$ cat src/rtl/uart_tx_fifo.sv
// UART transmitter with an integrated TX FIFO and frame-format generator (start, data LSB-first, optional parity, stop).
// Latency: a push into an empty FIFO with the line idle is popped on the next edge; txOUT falls one edge after that.
// Backpressure: none towards the source; a push while full is dropped and flagged on overflowOUT, unless a pop happens in the same cycle.
//
// Ports:
//   clkIN        system clock, rising edge
//   nResetIN     asynchronous active-low reset; aborts any frame and flushes the FIFO
//   dataIN       word to queue (dataBits wide)
//   sendIN       push strobe, one word per cycle while high
//   txOUT        serial line, idle high
//   nBusyOUT     high when the FIFO is empty and no frame is in flight
//   fullOUT      FIFO full
//   emptyOUT     FIFO empty
//   levelOUT     FIFO occupancy
//   overflowOUT  one-cycle pulse when a push was dropped
module uart_tx_fifo #(
  parameter int unsigned clkFreq    = 48_000_000,
  parameter int unsigned baudRate   = 9600,
  parameter int unsigned dataBits   = 8,
  parameter int unsigned parityMode = 0,
  parameter int unsigned stopBits   = 1,
  parameter int unsigned fifoDepth  = 16
) (
  input  logic                         clkIN,
  input  logic                         nResetIN,
  input  logic [dataBits-1:0]          dataIN,
  input  logic                         sendIN,
  output logic                         txOUT,
  output logic                         nBusyOUT,
  output logic                         fullOUT,
  output logic                         emptyOUT,
  output logic [$clog2(fifoDepth):0]   levelOUT,
  output logic                         overflowOUT
);

  localparam int unsigned DIV      = clkFreq / baudRate;
  localparam int unsigned STOP_LEN = stopBits * DIV;
  // STOP is the longest state, so its counter width covers every bit period.
  localparam int unsigned CNT_W    = $clog2(STOP_LEN);
  localparam int unsigned PTR_W    = $clog2(fifoDepth);
  localparam int unsigned LVL_W    = PTR_W + 1;
  localparam int unsigned BIT_W    = $clog2(dataBits);
  localparam bit          HAS_PAR  = (parityMode != 0);

  localparam logic [CNT_W-1:0] DIV_LAST  = CNT_W'(DIV - 1);
  localparam logic [CNT_W-1:0] STOP_LAST = CNT_W'(STOP_LEN - 1);
  localparam logic [BIT_W-1:0] BIT_LAST  = BIT_W'(dataBits - 1);
  localparam logic [LVL_W-1:0] DEPTH     = LVL_W'(fifoDepth);

  typedef enum logic [2:0] {
    S_IDLE,
    S_START,
    S_DATA,
    S_PARITY,
    S_STOP
  } state_t;

  // ---------------------------------------------------------------------------
  // FIFO storage and occupancy
  // ---------------------------------------------------------------------------
  logic [dataBits-1:0] mem_q [fifoDepth];
  logic [PTR_W-1:0]    wr_ptr_q;
  logic [PTR_W-1:0]    rd_ptr_q;
  logic [LVL_W-1:0]    level_q;
  logic [LVL_W-1:0]    level_d;
  logic                full_q;
  logic                empty_q;
  logic                overflow_q;

  // ---------------------------------------------------------------------------
  // Serialiser state
  // ---------------------------------------------------------------------------
  state_t              state_q;
  logic [CNT_W-1:0]    cnt_q;
  logic [BIT_W-1:0]    bit_q;
  logic [dataBits-1:0] shreg_q;
  logic                par_q;
  logic                tx_q;
  logic                nbusy_q;
  logic                tx_d;

  logic                pop_d;
  logic                push_d;
  logic [dataBits-1:0] pop_word_d;
  logic                pop_par_d;

  // Pop decision uses the registered level, so a push into an empty FIFO is
  // only visible to the serialiser one cycle later.
  always_comb begin
    pop_d = 1'b0;
    if (!empty_q) begin
      if (state_q == S_IDLE) begin
        pop_d = 1'b1;
      end else if ((state_q == S_STOP) && (cnt_q == STOP_LAST)) begin
        pop_d = 1'b1;
      end
    end
  end

  // A full FIFO still accepts a word when the head leaves in the same cycle:
  // the write lands in the slot being vacated.
  assign push_d     = sendIN && (!full_q || pop_d);
  assign pop_word_d = mem_q[rd_ptr_q];

  // Even parity makes the total count of ones even; odd makes it odd.
  always_comb begin
    pop_par_d = ^pop_word_d;
    if (parityMode == 1) begin
      pop_par_d = ~^pop_word_d;
    end
  end

  always_comb begin
    level_d = level_q;
    case ({push_d, pop_d})
      2'b10:   level_d = level_q + LVL_W'(1);
      2'b01:   level_d = level_q - LVL_W'(1);
      default: level_d = level_q;
    endcase
  end

  always_ff @(posedge clkIN) begin
    if (push_d) begin
      mem_q[wr_ptr_q] <= dataIN;
    end
  end

  always_ff @(posedge clkIN or negedge nResetIN) begin
    if (!nResetIN) begin
      wr_ptr_q   <= '0;
      rd_ptr_q   <= '0;
      level_q    <= '0;
      full_q     <= 1'b0;
      empty_q    <= 1'b1;
      overflow_q <= 1'b0;
    end else begin
      if (push_d) begin
        wr_ptr_q <= wr_ptr_q + PTR_W'(1);
      end
      if (pop_d) begin
        rd_ptr_q <= rd_ptr_q + PTR_W'(1);
      end
      level_q    <= level_d;
      full_q     <= (level_d == DEPTH);
      empty_q    <= (level_d == '0);
      overflow_q <= sendIN && full_q && !pop_d;
    end
  end

  // Line level follows the state with one register stage, so every state
  // keeps its exact length on the pin.
  always_comb begin
    tx_d = 1'b1;
    case (state_q)
      S_START:  tx_d = 1'b0;
      S_DATA:   tx_d = shreg_q[0];
      S_PARITY: tx_d = par_q;
      default:  tx_d = 1'b1;
    endcase
  end

  // Baud counter restarts on every state/bit entry so there is no drift.
  always_ff @(posedge clkIN or negedge nResetIN) begin
    if (!nResetIN) begin
      state_q <= S_IDLE;
      cnt_q   <= '0;
      bit_q   <= '0;
      shreg_q <= '0;
      par_q   <= 1'b0;
      tx_q    <= 1'b1;
      nbusy_q <= 1'b1;
    end else begin
      tx_q    <= tx_d;
      nbusy_q <= empty_q && (state_q == S_IDLE);
      case (state_q)
        S_IDLE: begin
          cnt_q <= '0;
          if (pop_d) begin
            state_q <= S_START;
            shreg_q <= pop_word_d;
            par_q   <= pop_par_d;
          end
        end
        S_START: begin
          if (cnt_q == DIV_LAST) begin
            state_q <= S_DATA;
            cnt_q   <= '0;
            bit_q   <= '0;
          end else begin
            cnt_q <= cnt_q + CNT_W'(1);
          end
        end
        S_DATA: begin
          if (cnt_q == DIV_LAST) begin
            cnt_q   <= '0;
            shreg_q <= shreg_q >> 1;
            if (bit_q == BIT_LAST) begin
              state_q <= HAS_PAR ? S_PARITY : S_STOP;
            end else begin
              bit_q <= bit_q + BIT_W'(1);
            end
          end else begin
            cnt_q <= cnt_q + CNT_W'(1);
          end
        end
        S_PARITY: begin
          if (cnt_q == DIV_LAST) begin
            state_q <= S_STOP;
            cnt_q   <= '0;
          end else begin
            cnt_q <= cnt_q + CNT_W'(1);
          end
        end
        S_STOP: begin
          if (cnt_q == STOP_LAST) begin
            cnt_q <= '0;
            // Back-to-back frames: the next start bit follows the last stop cycle directly.
            if (pop_d) begin
              state_q <= S_START;
              shreg_q <= pop_word_d;
              par_q   <= pop_par_d;
            end else begin
              state_q <= S_IDLE;
            end
          end else begin
            cnt_q <= cnt_q + CNT_W'(1);
          end
        end
        default: begin
          state_q <= S_IDLE;
          cnt_q   <= '0;
        end
      endcase
    end
  end

  assign txOUT       = tx_q;
  assign nBusyOUT    = nbusy_q;
  assign fullOUT     = full_q;
  assign emptyOUT    = empty_q;
  assign levelOUT    = level_q;
  assign overflowOUT = overflow_q;

endmodule

$ cat config.mk
export PLATFORM = sky130hd
export DESIGN_NAME = uart_tx_fifo
export DESIGN_NICKNAME = d
export VERILOG_FILES = /design/src/rtl/uart_tx_fifo.sv
export SDC_FILE = /design/constraint.sdc
export NUM_CORES = 1
export LEC_CHECK = 0
export ABC_AREA = 1
export CORE_ASPECT_RATIO = 0.9
export CORE_MARGIN = 2
export CORE_UTILIZATION = 35
export CTS_BUF_LIST = sky130_fd_sc_hd__clkbuf_4 sky130_fd_sc_hd__clkbuf_8
export DETAILED_ROUTE_END_ITERATION = 10
export PLACE_DENSITY = 0.62
export SKIP_LAST_GASP = 1
export SYNTH_ARGS = -nofsm -noshare
export SYNTH_HDL_FRONTEND = slang
export SYNTH_SLANG_ARGS = --single-unit
$ cat constraint.sdc
create_clock -name clkIN -period 6.6 [get_ports clkIN]
set_input_delay 1.98 -clock clkIN [delete_from_list [all_inputs] [get_ports clkIN]]
set_output_delay 1.98 -clock clkIN [all_outputs]
set_load 0.01 [all_outputs]
Word-level counts from Yosys, hierarchy flattened
Memory sizes are Yosys's and may differ from the RTL's.
Cells that the tools add are included.
- add/subtract/negate cells: 6
- equality and inequality tests: 16
- muxes and demuxes: 28
- reduce and logical (&&, ||, !) cells: 19
- operators by type and width (kind ; count):
    3-bit two-way mux ; 9
    13-bit two-way mux ; 2
    8-bit two-way mux ; 3
    8-bit case mux with 3 select lines ; 1
    3-bit case mux with 5 select lines ; 1
    13-bit by 1-bit adder with 13-bit output, second input constant ; 1
    13-bit equality test, second input constant ; 1
    2-bit != test, second input constant ; 6
    5-bit case mux with 2 select lines ; 1
    4-bit by 1-bit adder with 4-bit output, second input constant ; 2
    1-bit two-way mux ; 8
    8-bit XOR reduction ; 1
    3-bit by 2-bit equality test with 1-bit output, second input constant ; 2
    3-bit equality test, second input constant ; 2
    3-bit case mux with 2 select lines ; 1
    6-bit AND reduction ; 1
    5-bit by 1-bit adder with 5-bit output, second input constant ; 1
    5-bit equality test, second input constant ; 1
    1-bit logical AND ; 5
    5-bit zero test ; 1
    5-bit by 1-bit subtractor with 5-bit output, second input constant ; 1
    4-bit AND reduction ; 1
    2-bit nonzero test ; 2
    4-bit OR reduction ; 1
    13 further kinds ; 14
- bits in writable memories: 128
- memories: 1
- register bits: 46
- output and inout bits: 10
- logic and storage cells: 83
- memories (name ; depth ; width ; read ports ; clocked after memory_dff ; write ports ; line ; source):
    mem_q ; 16 ; 8 ; 1 ; 0 ; 1 ; 61 ; logic [dataBits-1:0] mem_q [fifoDepth];

Longest topological paths before layout
- word-level depth: 10
- depth in mapped cells: 20

Worst setup path before layout
Ideal clock, no wire load.
- path kind: in2reg
- start: input sendIN
- end: register full_q (netlist: fullOUT)
- slack: 3.070 ns
- required time: 6.529 ns
- setup time: 0.071 ns
- arrival: 3.459 ns
- stages: 11
- cells stage by stage: nand2_2 -> ha_1 -> xor2_1 -> ha_1 -> a21oi_1 -> nor2_2 -> inv_1 -> o311ai_1 -> xor2_1 -> inv_1 -> nor2_1
- longest elaborated chain between the ends: 4
- elaborated cells between the ends (all ways): 5
- RTL lines (what ; line ; source):
    start: declaration ; 27 ; input logic sendIN,
    1-bit logical AND * ; 102 ; assign push_d = sendIN && (!full_q || pop_d);
    2-bit by 1-bit equality test with 1-bit output or 2-bit equality test (tied branches) ; 115 ; case ({push_d, pop_d})
    5-bit case mux with 2 select lines * ; 115 ;
    named net level_d[4] ; 65 ; logic [LVL_W-1:0] level_d;
    5-bit equality test * ; 144 ; full_q <= (level_d == DEPTH);
    end signal: assignment ; 144 ;
    end: declaration ; 66 ; logic full_q;
The timed path passes the listed nets; every way through them passes the cells marked *.
A chain may end at the register's enable or synchronous reset.

Worst setup path in the final report
Ends and elaborated chain as after synthesis.

==> key figures <==
Timing
  – Hold slack: 0.478 ns
  – Worst slew pin tran: 1.10 ns
  – Worst slew margin relative to its limit: 26.6%
  – Min setup slack post-route: 2.81 ns
  – Tmin final: 3.79 ns
  – Hold Fails Final Rpt: 0
  – Unrepaired setup endpoints after global routing: false
  – Clock skew: 0.0210 ns
  – Max Fclk: 264 MHz
  – Setup Viol. Count Final: 0
  – Slew Viols, Final: 0
  – Period Utilization, post-route: 57.4%
  – Post-route setup TNS: 0 ns

Placed design
  – Inst Count DP: 1095
  – RD Place Congestion: 0.866
  – Detailed placement HPWL: 10800 um
  – DP Worst Slack: 2.33 ns
  – # port buffers: 20

Floorplan
  – Die area: 0.0240 sq mm
  – Chip height: 147 um
  – Die Wd: 163 um
  – Initial Util: 35.6%
  – CORE AREA: 0.0224 sq mm
  – IO Count: 21
  – Placement Rows: 52

Critical path
  – Crit-path cells: clkdlybuf4s50_1, nand2_2, ha_1, xor2_1, ha_1, a21oi_1, nor2_2, inv_1, o311ai_1, xor2_1, inv_1, nor2_1
  – CP top delay family: buffers and inverters
  – Worst path bufs/invs: 3
  – CP max stage delay: 0.49 ns
  – Worst Path Class, Setup: input pin to flop
  – FF-to-FF setup slack: 3.26 ns
  – Worst-path fanout max: 4
  – Worst EP arrival: 4.18 ns
  – CP Launch Type: input pin
  – Slowest-stage cell, CP: clkdlybuf4s50_1
  – Req. time, crit path: 7.00 ns
  – Crit end category: flop

Logic synthesis
  – Synth warn: 0
  – Synth cell types: 38
  – Yosys reg bits: 174
  – Post-synthesis sequential area ratio: 62.6%
  – Mean Syn Cell Area: 9.94 sq um
  – Cell area after synthesis: 0.00798 sq mm
  – Syn Nets: 825
  – Cells after Synth: 803

Final layout
  – Commonest non-fill, non-tap cells in the layout: nand2_1 (241), edfxtp_1 (128), nand3_1 (85)
  – Fill cell total of the finished layout: 2191
  – Final layout net count: 839
  – # diodes: 0
  – Commonest non-fill, non-tap cell in the layout: nand2_1
  – Utilization after layout: 39.1%
  – Syn-to-layout area delta: 10.0%
  – Fraction of layout cells with a size suffix above 1: 9.64%
  – Multi-input gate area: 0.00239 sq mm
  – Final cell count without fillers: 1127
  – Register Area: 0.00500 sq mm

Clocking
  – Setup Fix Bufs, Post-CTS: 0
  – # hold bufs at CTS: 0
  – Total clock sinks: 174
  – Clock Pin Slew Worst Setup and Hold Paths: 0.09 ns
  – CTS resizes: 0
  – Worst-skew pair later-pin latency: 0.47 ns
  – H-tree levels: 4
  – Clk root buf: clkbuf_8
  – Total CTS buffers: 17
  – CTS tree: yes
  – Max Root-Sink Buffers: 2

Route
  – Wirelength per Cell: 15.0 um
  – Drt drc: 0
  – DR vias: 5315
  – Routed wire length: 16900 um
  – Routed vias/inst: 4.72
  – DR iter-0 viols: 463
  – Post-route ant nets: 0
  – TritonRoute pass-1 iters: 5

Power and ir drop
  – Leak: 3.64 nW
  – Power Density: 278 mW/mm^2
  – Max VDD drop: 143 uV

Global route
  – Vias in the first global route: 5126
  – Global route overflow: 0
  – Initial antenna violation count: 0
  – Largest net degree at the start of global routing: 77
  – GRT Total Usage: 15.0%
  – First-pass GRT wire length: 27400 um

Run status
  – Outcome: finished clean

Worst hold path
  – Worst min path class: flop to flop

Run
  – Max_cap viols: 0
## final cells by class
type                            instances  area share [%]
Clock buffer                           17            2.66
Clock inverter                         15            2.06
Inverter                              103            4.44
Multi-Input combinational cell        498            27.2
Sequential cell                       174            56.9
Tap cell                              297            4.23
Timing Repair Buffer                   23            2.48
## Yosys cell counts, drive strengths merged
cell	number	share of area [%]
o211ai	4	0.38
a21oi	15	0.94
clkinv	3	0.16
clkbuf	3	0.14
dfrtp	43	13
or2	6	0.47
o21ai	26	2.0
o311ai	1	0.11
buf	25	2.4
nor2	68	3.6
nand2	245	12
or3	1	0.078
edfxtp	128	48
nor3	8	0.50
nand4	4	0.31
nor3b	3	0.28
nor4	3	0.42
o32ai	1	0.11
dfstp	3	0.99
inv	100	4.7
xnor2	3	0.33
ha	11	1.7
xor2	11	1.2
nand3	88	5.8
## metal layers
metal | part of all wire (%) | global-route usage, %
met5 | 0 | 0
met4 | 1.6 | 4.51
met3 | 5.3 | 3.11
met2 | 45 | 22.7
met1 | 48 | 21.6
## stage by stage
stage / area, sq um / power, mW
after global routing: 8790 / 2.56
after detailed placement: 8370 / 1.69
final: 8790 / 2.45
after global placement: 8370 / 1.69
after CTS: 8790 / 2.47
after floorplan: 7980 / 1.55
## sequential cells by signal, summed over array words and instances, names as in the netlist
register     flops
txOUT            1
overflowOUT      1
nBusyOUT         1
cnt_q           13
shreg_q          8
wr_ptr_q         4
par_q            1
mem_q          128
bit_q            3
emptyOUT         1
rd_ptr_q         4
levelOUT         5
fullOUT          1
state_q          3
## power breakdown
part / total, mW / switching [mW] / internal [mW]
clock: 0.778 / 0.399 / 0.380
combinational: 0.334 / 0.220 / 0.114
sequential: 1.33 / 0.0517 / 1.28
total: 2.45 / 0.670 / 1.78
## logic make-up (layout without fill, tap and decap cells)
logic type / Yosys count / in the layout / share of synthesized area (%)
xor+xnor: 14 / 14 / 1.54
simple gates: 426 / 426 / 23.1
fa+ha+maj: 11 / 11 / 1.72
buf+inv: 131 / 158 / 7.44
compound gates: 47 / 47 / 3.54
flops: 174 / 174 / 62.6
## final timing paths
kind / start / depth (start not counted) / endpoint
max: sendIN / 12 / fullOUT
min: cnt_q[0] / 1 / cnt_q[0]
max reg2reg: rd_ptr_q[1] / 16 / par_q
min reg2reg: cnt_q[0] / 1 / cnt_q[0]
max in group asynchronous: nResetIN / 2 / rd_ptr_q[0]
min in group asynchronous: nResetIN / 2 / state_q[2]
## worst register-to-register path, cell delays in order, from the launching register on
cell and delay, ns:
dfrtp_1 1.08, inv_1 0.62, buf_4 0.39, nor2_1 0.12, o21ai_1 0.07, nand3_1 0.14
nand3_1 0.18, nand2_1 0.17, inv_2 0.05, nand2_1 0.05, nand2_1 0.04, nand2_1 0.06
nand2_1 0.06, inv_1 0.05, nand2_1 0.04, nand3_1 0.08, nand2_1 0.06
(Power assumes the default switching activity.)
